<file path="config.mk">
export PLATFORM = sky130hd
export DESIGN_NAME = miim_master_flat
export DESIGN_NICKNAME = d
export VERILOG_FILES = /design/src/rtl/miim_if.sv /design/src/rtl/miim_master.sv /design/src/flat_wrapper.sv
export SDC_FILE = /design/constraint.sdc
export NUM_CORES = 1
export LEC_CHECK = 0
export BUFFER_PORTS_ARGS = -buffer_cell sky130_fd_sc_hd__buf_2
export CORE_MARGIN = 2
export CORE_UTILIZATION = 63
export DETAILED_ROUTE_END_ITERATION = 10
export PLACE_DENSITY = 0.81
export SLEW_MARGIN = 10
export SYNTH_ARGS = -nofsm -noshare
export SYNTH_HDL_FRONTEND = slang
export SYNTH_SLANG_ARGS = --single-unit
</file>
<file path="constraint.sdc">
create_clock -name clk -period 3.57 [get_ports clk]
set_input_delay 0.5355 -clock clk [delete_from_list [all_inputs] [get_ports clk]]
set_output_delay 0.5355 -clock clk [all_outputs]
set_load 0.03 [all_outputs]
</file>
<file path="src/rtl/miim_if.sv">
// Request/response bundle between the PHY config sequencer and miim_master.
interface miim_if;
  logic [4:0]  miim_phyad;
  logic [4:0]  miim_regad;
  logic [15:0] miim_wrdata;
  logic        miim_wren;
  logic        miim_rden;
  logic        busy;
  logic [15:0] miim_rddata;
  logic        miim_rddata_valid;

  modport master (
    output miim_phyad, miim_regad, miim_wrdata,
    output miim_wren, miim_rden,
    input  busy, miim_rddata, miim_rddata_valid
  );

  modport slave (
    input  miim_phyad, miim_regad, miim_wrdata,
    input  miim_wren, miim_rden,
    output busy, miim_rddata, miim_rddata_valid
  );
endinterface

</file>
<file path="src/rtl/miim_master.sv">
// Clause 22 MDIO management master: serialises one
// 64-bit frame per request on MDC/MDIO.
module miim_master #(
  parameter int unsigned CLK_DIV = 25
) (
  input  logic  clk,
  input  logic  rstn,
  miim_if.slave miim,
  output logic  mdc,
  output logic  mdio_o,
  output logic  mdio_oe,
  input  logic  mdio_i
);

  typedef enum logic [1:0] {
    S_IDLE,
    S_SHIFT,
    S_DONE
  } state_t;

  localparam logic [7:0] HMAX = 8'(CLK_DIV - 1);

  state_t      state, state_nxt;
  logic [7:0]  half_cnt;
  logic [5:0]  bit_cnt;
  logic [62:0] sh;
  logic [15:0] rd_sh;
  logic        is_wr;
  logic        req_go;
  logic        half_end;
  logic        last;
  logic [63:0] frame;

  assign req_go   = miim.miim_wren | miim.miim_rden;
  assign half_end = (half_cnt == HMAX);
  assign last     = half_end & mdc & (bit_cnt == 6'd63);

  // Released read bits are loaded as ones so mdio_o idles high.
  always_comb begin
    frame = {32'hFFFF_FFFF, 2'b01,
             miim.miim_wren ? 2'b01 : 2'b10,
             miim.miim_phyad, miim.miim_regad,
             miim.miim_wren ? 2'b10 : 2'b11,
             miim.miim_wren ? miim.miim_wrdata : 16'hFFFF};
  end

  always_ff @(posedge clk or negedge rstn) begin
    if (!rstn) state <= S_IDLE;
    else       state <= state_nxt;
  end

  always_comb begin
    state_nxt = state;
    unique case (state)
      S_IDLE:  if (req_go) state_nxt = S_SHIFT;
      S_SHIFT: if (last)   state_nxt = S_DONE;
      S_DONE:  state_nxt = S_IDLE;
      default: state_nxt = S_IDLE;
    endcase
  end

  always_ff @(posedge clk or negedge rstn) begin
    if (!rstn) begin
      miim.busy              <= 1'b0;
      miim.miim_rddata       <= 16'h0;
      miim.miim_rddata_valid <= 1'b0;
      mdc      <= 1'b0;
      mdio_o   <= 1'b1;
      mdio_oe  <= 1'b0;
      half_cnt <= 8'd0;
      bit_cnt  <= 6'd0;
      sh       <= '0;
      rd_sh    <= 16'h0;
      is_wr    <= 1'b0;
    end else begin
      miim.miim_rddata_valid <= 1'b0;
      unique case (state)
        S_IDLE: begin
          if (req_go) begin
            is_wr     <= miim.miim_wren;
            sh        <= frame[62:0];
            mdio_o    <= frame[63];
            mdio_oe   <= 1'b1;
            miim.busy <= 1'b1;
            mdc       <= 1'b0;
            half_cnt  <= 8'd0;
            bit_cnt   <= 6'd0;
          end
        end
        S_SHIFT: begin
          if (!half_end) begin
            half_cnt <= half_cnt + 8'd1;
          end else begin
            half_cnt <= 8'd0;
            mdc      <= ~mdc;
            if (!mdc) begin
              if (bit_cnt >= 6'd48)
                rd_sh <= {rd_sh[14:0], mdio_i};
            end else if (bit_cnt == 6'd63) begin
              mdio_o  <= 1'b1;
              mdio_oe <= 1'b0;
            end else begin
              bit_cnt <= bit_cnt + 6'd1;
              sh      <= {sh[61:0], 1'b1};
              mdio_o  <= sh[62];
              mdio_oe <= is_wr | (bit_cnt < 6'd45);
            end
          end
        end
        S_DONE: begin
          miim.busy <= 1'b0;
          bit_cnt   <= 6'd0;
          if (!is_wr) begin
            miim.miim_rddata       <= rd_sh;
            miim.miim_rddata_valid <= 1'b1;
          end
        end
        default: ;
      endcase
    end
  end

endmodule

</file>
<file path="src/flat_wrapper.sv">
// flat-port wrapper written by rule: the top's interface ports become plain ports
module miim_master_flat 
#(
  parameter int unsigned CLK_DIV = 25
)
  (clk, rstn, mdc, mdio_o, mdio_oe, mdio_i, miim_miim_phyad, miim_miim_regad, miim_miim_wrdata, miim_miim_wren, miim_miim_rden, miim_busy, miim_miim_rddata, miim_miim_rddata_valid);
  miim_if miim_i ();
  input  logic clk;
  input  logic rstn;
  output logic mdc;
  output logic mdio_o;
  output logic mdio_oe;
  input  logic mdio_i;
  input wire logic [$bits(miim_i.miim_phyad)-1:0] miim_miim_phyad;
  input wire logic [$bits(miim_i.miim_regad)-1:0] miim_miim_regad;
  input wire logic [$bits(miim_i.miim_wrdata)-1:0] miim_miim_wrdata;
  input wire logic [$bits(miim_i.miim_wren)-1:0] miim_miim_wren;
  input wire logic [$bits(miim_i.miim_rden)-1:0] miim_miim_rden;
  output wire logic [$bits(miim_i.busy)-1:0] miim_busy;
  output wire logic [$bits(miim_i.miim_rddata)-1:0] miim_miim_rddata;
  output wire logic [$bits(miim_i.miim_rddata_valid)-1:0] miim_miim_rddata_valid;
  assign miim_i.miim_phyad = miim_miim_phyad;
  assign miim_i.miim_regad = miim_miim_regad;
  assign miim_i.miim_wrdata = miim_miim_wrdata;
  assign miim_i.miim_wren = miim_miim_wren;
  assign miim_i.miim_rden = miim_miim_rden;
  assign miim_busy = miim_i.busy;
  assign miim_miim_rddata = miim_i.miim_rddata;
  assign miim_miim_rddata_valid = miim_i.miim_rddata_valid;
  miim_master #(.CLK_DIV(CLK_DIV)) u_core (.clk(clk), .rstn(rstn), .miim(miim_i), .mdc(mdc), .mdio_o(mdio_o), .mdio_oe(mdio_oe), .mdio_i(mdio_i));
endmodule
</file>
# Yosys cells after proc, flatten, opt, wreduce, memory -nomap -nowiden
# Cells that the tools add are included.
# word_totals
elab_cells	79
ff_bits	117
# classes
n_addsub	2
n_eq_ne	9
bitwise_logic	6
reduce_logical	14
muxes	34
order_cmp	2
# op_table
cell	n
$mux W63	4
$pmux W63 S2	1
$mux W6	4
$pmux W6 S3	1
$mux W16	1
$mux W8	2
$pmux W8 S2	1
$mux W1	12
$reduce_and A2 Y1	5
$reduce_and A5 Y1	2
$add A8 B1 Y8 const B	1
$eq A8 B5 Y1 const B	1
$ne A2 B1 Y1 const B	4
$pmux W1 S2	4
$reduce_and A4 Y1	2
$add A6 B1 Y6 const B	1
$eq A6 B6 Y1 const B	1
$ge A6 B6 Y1 const B	1
$lt A6 B6 Y1 const B	1
$mux W2	3
$pmux W2 S2	1
$reduce_bool A2 Y1	2
$reduce_and A3 Y1	1
$reduce_bool A3 Y1	1
other kinds (7)	10

# Depth between registers and ports, before layout
# Gate-level depths: netlist (run 1).
# logic_depth
depth_word	6
ltp_mapped	8
ltp_nobuf	6

# Worst setup path before layout (run 1)
# OpenSTA, ideal clock, no wires.
# synth_path
path_kind	register to register
startpoint	register u_core.half_cnt[0]
endpoint	register u_core.sh[10]
stages_incl_launch_ff	8
setup_slack_ps	1265
required_time_ps	3445
n_path_buf	1
setup_ps	125
synth_period_minus_slack_ps	2305
t_arrival_ps	2181
path_cell_list	dfrtp_1 > inv_1 > ha_1 > nor3b_4 > o211ai_2 > a2111oi_4 > buf_6 > mux2_2
# synth_via
elab_chain_cells	3
# synth_lines
item	line	source
start, declared	miim_master.sv:24	logic [7:0] half_cnt;
start signal, assigned	miim_master.sv:92	half_cnt <= half_cnt + 8'd1;
$eq A8 B5 Y1	miim_master.sv:35	assign half_end = (half_cnt == HMAX);
$ne A2 B1 Y1 (no line)	-	
$reduce_and A5 Y1 (no line)	-	
end signal, assigned	miim_master.sv:81	sh <= frame[62:0];
end signal, assigned	miim_master.sv:104	sh <= {sh[61:0], 1'b1};
end, declared	miim_master.sv:26	logic [62:0] sh;
# No other way between the ends.
# A chain may end at the register's enable or synchronous reset.

# Final worst setup path (run 1)
# layout_path
startpoint	register u_core.half_cnt[0]
endpoint	register u_core.sh[19]
# The elaborated chain is that of the path after synthesis.

==> results of run 1 <==
placed cells by master, fill, tap and decap left out, types with 3 or more instances in the layout:
master       n
ha_1         4
a21oi_1      6
o22a_1      34
clkbuf_16   16
clkinv_4     5
a22o_1       3
nor2b_1      4
bufinv_16    4
a31oi_1     19
nand2_1     51
mux2_1       3
o22ai_1      4
buf_2       50
and3_1       3
o21ai_0      9
mux2_2      61
inv_1       27
dfrtp_1    116
nand3_1     10
nor2_1      22
buf_4        5
or3_1        3
final timing paths:
| kind | startpoint | end | slack, ns | cells after the start |
|---|---|---|---|---|
| max reg2reg | u_core.half_cnt[0]$_DFFE_PN0P_ | u_core.sh[19]$_DFFE_PN0P_ | 0.80 | 7 |
| max | u_core.half_cnt[0]$_DFFE_PN0P_ | u_core.sh[19]$_DFFE_PN0P_ | 0.80 | 7 |
| max in group asynchronous | rstn | u_core.sh[58]$_DFFE_PN0P_ | 2.67 | 2 |
| min | rstn | u_core.sh[10]$_DFFE_PN0P_ | 0.13 | 1 |
| min reg2reg | u_core.miim.busy$_DFFE_PN0P_ | u_core.miim.busy$_DFFE_PN0P_ | 0.48 | 2 |
| min in group clk | mdio_i | u_core.rd_sh[0]$_DFFE_PN0P_ | 0.26 | 2 |
power by group through the flow:
stage / logic (mW) / registers, mW / clock network [mW]
after floorplan: 0.0330 / 1.37 / 0
after global placement: 0.0809 / 1.38 / 0
after detailed placement: 0.0844 / 1.38 / 0
after CTS: 0.0860 / 1.35 / 1.78
after global routing: 0.0962 / 1.36 / 1.84
final: 0.0833 / 1.35 / 1.75
kinds of logic (layout without fill, tap and decap cells):
family,Yosys count,after routing,share of synthesized area [%]
DFF,117,117,57.49
adders and majority gates,4,4,0.9824
buffers and inverters,52,114,4.396
and+or+nand+nor,105,105,9.529
xor gates and xnor gates,2,2,0.3439
AOI/OAI and AO/OA,85,85,12.72
muxes,66,66,14.54
state kept, by name, summed over array words and instances (netlist names):
signal                         flops
u_core.bit_cnt                     6
u_core.half_cnt                    8
u_core.is_wr                       1
u_core.mdc                         1
u_core.mdio_o                      1
u_core.mdio_oe                     1
u_core.miim.busy                   1
u_core.miim.miim_rddata           16
u_core.miim.miim_rddata_valid      1
u_core.rd_sh                      16
u_core.sh                         63
u_core.state                       2
stage by stage:
| stage | worst slack (ns) | hold slack [ns] | instance area, µm² |
|---|---|---|---|
| after floorplan | 1.265 | 0.2399 | 5095 |
| after detailed placement | 0.8284 | 0.4749 | 5408 |
| after CTS | 0.8061 | 0.1580 | 6023 |
| after global placement | 0.9779 | 0.4566 | 5408 |
| final | 0.8014 | 0.1252 | 6023 |
| after global routing | 0.6473 | 0.1869 | 6023 |
layer usage:
layer | GRT usage (%) | vias up | part of all wire [%]
met1 | 32.19 | 1739 | 44
met5 | 0 | - | 0
li1 | - | 1637 | -
met4 | 6.643 | 0 | 1.0
met3 | 6.822 | 8 | 4.9
met2 | 39.40 | 95 | 50
cell type report:
| class | instances | area [µm²] | area share (%) |
|---|---|---|---|
| well taps | 102 | 127.6 | 2.119 |
| flip-flops and latches | 117 | 2929 | 48.63 |
| clock buffers | 17 | 414.1 | 6.876 |
| multi-input cells | 262 | 1942 | 32.24 |
| inverters | 27 | 101.3 | 1.683 |
| repair buffers | 56 | 307.8 | 5.110 |
| clock inverters | 14 | 201.4 | 3.344 |
worst max-delay path, cell delays in order, from the launching register on:
cell       delay (ns)
dfrtp_1          0.42
inv_1            0.10
ha_1             0.16
nor3b_4          0.32
o211ai_2         0.22
a2111oi_4        0.38
buf_4            0.60
mux2_2           0.42
==> flow_metrics.env, run 1 <==
export IMPL_start_util_pct=65.59
export IMPL_switching_share_pct=21.16
export IMPL_cts_repair_resize_count=0
export IMPL_synthFlopType="dfrtp_1"
export IMPL_cts_root_buf="clkbuf_8"
export IMPL_nets=516
export IMPL_instances_no_fill=595
export IMPL_arrival_ns=3.16
export IMPL_synth_most_common_cell="dfrtp_1"
export IMPL_area_growth_pct=18.22
export IMPL_die_width_um=93.93
export IMPL_fin_crit_sh_pct=77.55
export IMPL_ys_ff_latch=117
export IMPL_p_int_mw=2.515
export IMPL_seq_area_frac_synth_pct=57.49
export IMPL_grt_pass1_wl_mm=16.46
export IMPL_cts_buffer_depth=2
export IMPL_hpwl_mm=5.776
export IMPL_yosys_area_top_type="dfrtp_1"
export IMPL_crit_path_end_kind="register"
export IMPL_die_area_um2=8823
export IMPL_detail_route_iter0_violations=190
export IMPL_slew_headroom_pct=18.89
export IMPL_drt_wl_total_mm=9.739
export IMPL_place_inst=564
export IMPL_seqPwrFrac_pct=42.4
export IMPL_n_fill_cell=471
export IMPL_finalCriticalPeriod_ns=2.769
export IMPL_drv_cap=0
export IMPL_port_buffer_count=51
export IMPL_grt_pass1_vias=3476
export IMPL_die_h_um=93.93
export IMPL_syn_inst=431
export IMPL_start_kind="register"
export IMPL_post_drt_wl_per_cell_um=16.37
export IMPL_yosysWarningCount=0
export IMPL_rsz0062_at_grt="no"
export IMPL_clkPwrFrac_pct=54.9
export IMPL_synthArstFlopShare_pct=100.0
export IMPL_cts_sink_count=117
export IMPL_synth_area_um2=5095
export IMPL_final_setup_tns_ns=0
export IMPL_path_class="reg2reg"
export IMPL_ys_types=43
export IMPL_synth_top_cell_area_share_pct=56.97
export IMPL_drive_gt1_share_pct=30.83
export IMPL_numCtsBuffers=17
export IMPL_total_power_mw=3.190
export IMPL_power_frac_comb_pct=2.6
export IMPL_ir_worst_vdd_uv=348.6
export IMPL_finalSetupViolations=0
export IMPL_vias=3479
export IMPL_synth_edff_count=0
export IMPL_clk_latency_ns=0.51
export IMPL_cts_hold_buffers=0
export IMPL_status="finished clean"
export IMPL_rows=32
export IMPL_cts_setup_buffers=0
export IMPL_grtUsageTotal_pct=24.21
export IMPL_ant_nets=0
export IMPL_antenna_found_initial=0
export IMPL_grt_max_degree=68
export IMPL_ctsHtreeMaxLevel=4
export IMPL_worstPathRequired_ns=3.96
export IMPL_synth_area_top_cells="dfrtp_1, mux2_2, o22a_1"
export IMPL_slew_violations=0
export IMPL_viasPerCell=5.847
export IMPL_ioPinCount=52
export IMPL_synthTopCellsByCount="dfrtp_1, mux2_2, nand2_1"
export IMPL_p_per_area_nw_per_um2=529.6
export IMPL_tightestPinTransition_ns=1.217
export IMPL_p_leak_nw=2.957
export IMPL_hold_violations=0
export IMPL_postSynthAreaPerCell_um2=11.82
export IMPL_clock_fmax_ghz=0.3612
export IMPL_postLayoutCoreUtil_pct=77.55
export IMPL_cts_tree="built"
export IMPL_cts_clk_slew_worst_paths_ns=0.06
export IMPL_core_area_um2=7767
export IMPL_cp_max_fo=63
export IMPL_drc=0
export IMPL_overflow=0
export IMPL_hold_path_class="in2async"
export IMPL_finClkSkew_ns=0.006478
export IMPL_synth_nets=466
export IMPL_gp_congestion=0.8099
export IMPL_firstDrtPassIters=5
export IMPL_diodes=0
export IMPL_netSwitchingPower_mw=0.6749
Note: power is estimated with default switching activity, not from simulation.
==> inputs of run 2 (changes only) <==
Settings changed: CORE_UTILIZATION 63 to 53, PLACE_DENSITY 0.81 to 0.73.
Clock period 3.57 ns to 2.5 ns, I/O delays scaled along.
==> run 2 against run 1 <==
Compared with the run above: non-clock buffer count rose by 9; flip-flop and latch count stayed put; wire length barely moved; via count up 0.40%; worst hold slack worse by 0.014 ns; cell count rose by 6.2%; setup slack worse by 0.65 ns.
==> flow_metrics.env, run 2 (synthesized netlist as in run 1, its figures left out) <==
export IMPL_status="finished clean"
export IMPL_start_util_pct=54.88
export IMPL_clock_fmax_ghz=0.4254
export IMPL_netSwitchingPower_mw=0.9766
export IMPL_die_h_um=102.0
export IMPL_grt_pass1_vias=3638
export IMPL_cts_repair_resize_count=0
export IMPL_cts_root_buf="clkbuf_8"
export IMPL_gp_congestion=0.8770
export IMPL_post_drt_wl_per_cell_um=15.41
export IMPL_cp_max_fo=63
export IMPL_drv_cap=0
export IMPL_drive_gt1_share_pct=32.01
export IMPL_viasPerCell=5.527
export IMPL_clkPwrFrac_pct=54.0
export IMPL_ioPinCount=52
export IMPL_instances_no_fill=632
export IMPL_overflow=0
export IMPL_p_int_mw=3.496
export IMPL_firstDrtPassIters=4
export IMPL_antenna_found_initial=0
export IMPL_top_register="u_core.sh"
export IMPL_crit_path_end_kind="register"
export IMPL_die_width_um=102.0
export IMPL_drt_wl_total_mm=9.737
export IMPL_nets=525
export IMPL_finalCriticalPeriod_ns=2.351
export IMPL_numCtsBuffers=17
export IMPL_switching_share_pct=21.84
export IMPL_largest_register_ffs=63
export IMPL_clk_latency_ns=0.51
export IMPL_core_area_um2=9284
export IMPL_detail_route_iter0_violations=236
export IMPL_hold_violations=0
export IMPL_n_fill_cell=726
export IMPL_hpwl_mm=6.095
export IMPL_die_area_um2=10410
export IMPL_cts_buffer_depth=2
export IMPL_finClkSkew_ns=0.009578
export IMPL_cts_clk_slew_worst_paths_ns=0.06
export IMPL_seqCellArea_um2=2929
export IMPL_port_buffer_count=51
export IMPL_hold_start="mdio_i"
export IMPL_cts_sink_count=117
export IMPL_start_kind="register"
export IMPL_slew_violations=0
export IMPL_ant_nets=0
export IMPL_grt_max_degree=64
export IMPL_cts_tree="built"
export IMPL_final_common_cell="dfrtp_1"
export IMPL_final_setup_tns_ns=0
export IMPL_grtUsageTotal_pct=20.41
export IMPL_tightestPinTransition_ns=0.8486
export IMPL_finalSetupViolations=0
export IMPL_drc=0
export IMPL_p_per_area_nw_per_um2=731.0
export IMPL_ir_worst_vdd_uv=464.4
export IMPL_p_leak_nw=2.993
export IMPL_rsz0062_at_grt="no"
export IMPL_final_cell_mix="dfrtp_1, mux2_2, nand2_1"
export IMPL_largestRegisters="u_core.sh (63), u_core.miim.miim_rddata (16), u_core.rd_sh (16)"
export IMPL_hold_path_class="in2reg"
export IMPL_area_growth_pct=20.09
export IMPL_ctsHtreeMaxLevel=4
export IMPL_rows=35
export IMPL_grt_pass1_wl_mm=16.61
export IMPL_diodes=0
export IMPL_seqPwrFrac_pct=43.2
export IMPL_arrival_ns=2.74
export IMPL_power_frac_comb_pct=2.7
export IMPL_slew_headroom_pct=42.94
export IMPL_path_class="reg2reg"
export IMPL_fin_crit_sh_pct=94.03
export IMPL_worstPathRequired_ns=2.89
export IMPL_crit_start="u_core.half_cnt[0]$_DFFE_PN0P_"
export IMPL_total_power_mw=4.472
export IMPL_vias=3493
export IMPL_r2r_start="u_core.half_cnt[0]$_DFFE_PN0P_"
export IMPL_place_inst=599
export IMPL_multi_input_area_um2=1942
## run 2: cell count changes in the layout (fill, tap and decap cells not counted), sizes merged
cell         delta
buf             +8
bufinv          -1
clkinvlp        +1
dlygate4sd3     +1
inv             +1
## run 2: per-stage QoR
| step | util [%] | setup slack [ns] | instance area (µm²) | hold WS (ns) |
|---|---|---|---|---|
| after floorplan | - | 0.1947 | 5095 | 0.07941 |
| after global placement | 59.39 | 0.2623 | 5514 | 0.3728 |
| after detailed placement | 59.39 | 0.1671 | 5514 | 0.3811 |
| after CTS | 65.90 | 0.1382 | 6118 | 0.09274 |
| after global routing | 65.90 | 0.004671 | 6118 | 0.1019 |
| final | 65.90 | 0.1491 | 6118 | 0.1108 |
## run 2: power groups by stage
stage / logic, mW / clock network (mW) / registers (mW)
floorplan: 0.0471 / 0 / 1.96
global placement: 0.119 / 0 / 1.96
detailed placement: 0.124 / 0 / 1.97
CTS: 0.127 / 2.45 / 1.93
global route: 0.143 / 2.53 / 1.94
finish: 0.123 / 2.42 / 1.93
## run 2: final timing paths
check / endpoint / slack [ns] / cells past startpoint
worst min-delay path: u_core.rd_sh[0]$_DFFE_PN0P_ / 0.11 / 2
worst min register to register: u_core.miim.busy$_DFFE_PN0P_ / 0.48 / 2
max in group asynchronous: u_core.mdio_o$_DFFE_PN1P_ / 1.32 / 3
worst max-delay path: u_core.sh[28]$_DFFE_PN0P_ / 0.15 / 7
worst max register to register: u_core.sh[28]$_DFFE_PN0P_ / 0.15 / 7
min in group asynchronous: u_core.sh[13]$_DFFE_PN0P_ / 0.38 / 2
## run 2: worst max-delay path: stages, from the launching register on
cell and delay (ns):
dfrtp_1 0.41, inv_1 0.10, ha_1 0.16, nor3b_4 0.20, o211ai_2 0.19, a2111oi_4 0.45
buf_12 0.31, mux2_2 0.38
## run 2: repair_timing
action | 4_1_cts | 5_1_grt
setup buffers | 0 | 0
hold buffers | 1 | 0
endpoints found under the hold margin | 35 | 0
## run 2: area by class of cell
class | count | share of cell area (%)
timing repair buffer | 65 | 6.380
clock buffer | 17 | 6.769
inverter | 27 | 1.656
sequential | 117 | 47.87
tap | 129 | 2.638
multi-input combinational | 262 | 31.74
clock inverter | 15 | 2.945
## run 2: metal layers
layer | vias to the layer above | part of all wire, % | routed length, µm | track usage (%)
met5 | - | 0 | 0 | 0
met4 | 0 | 1.1 | 105 | 6.974
met3 | 13 | 4.3 | 415 | 5.540
met2 | 77 | 50 | 4835 | 34.21
met1 | 1747 | 45 | 4381 | 25.76
li1 | 1656 | - | - | -
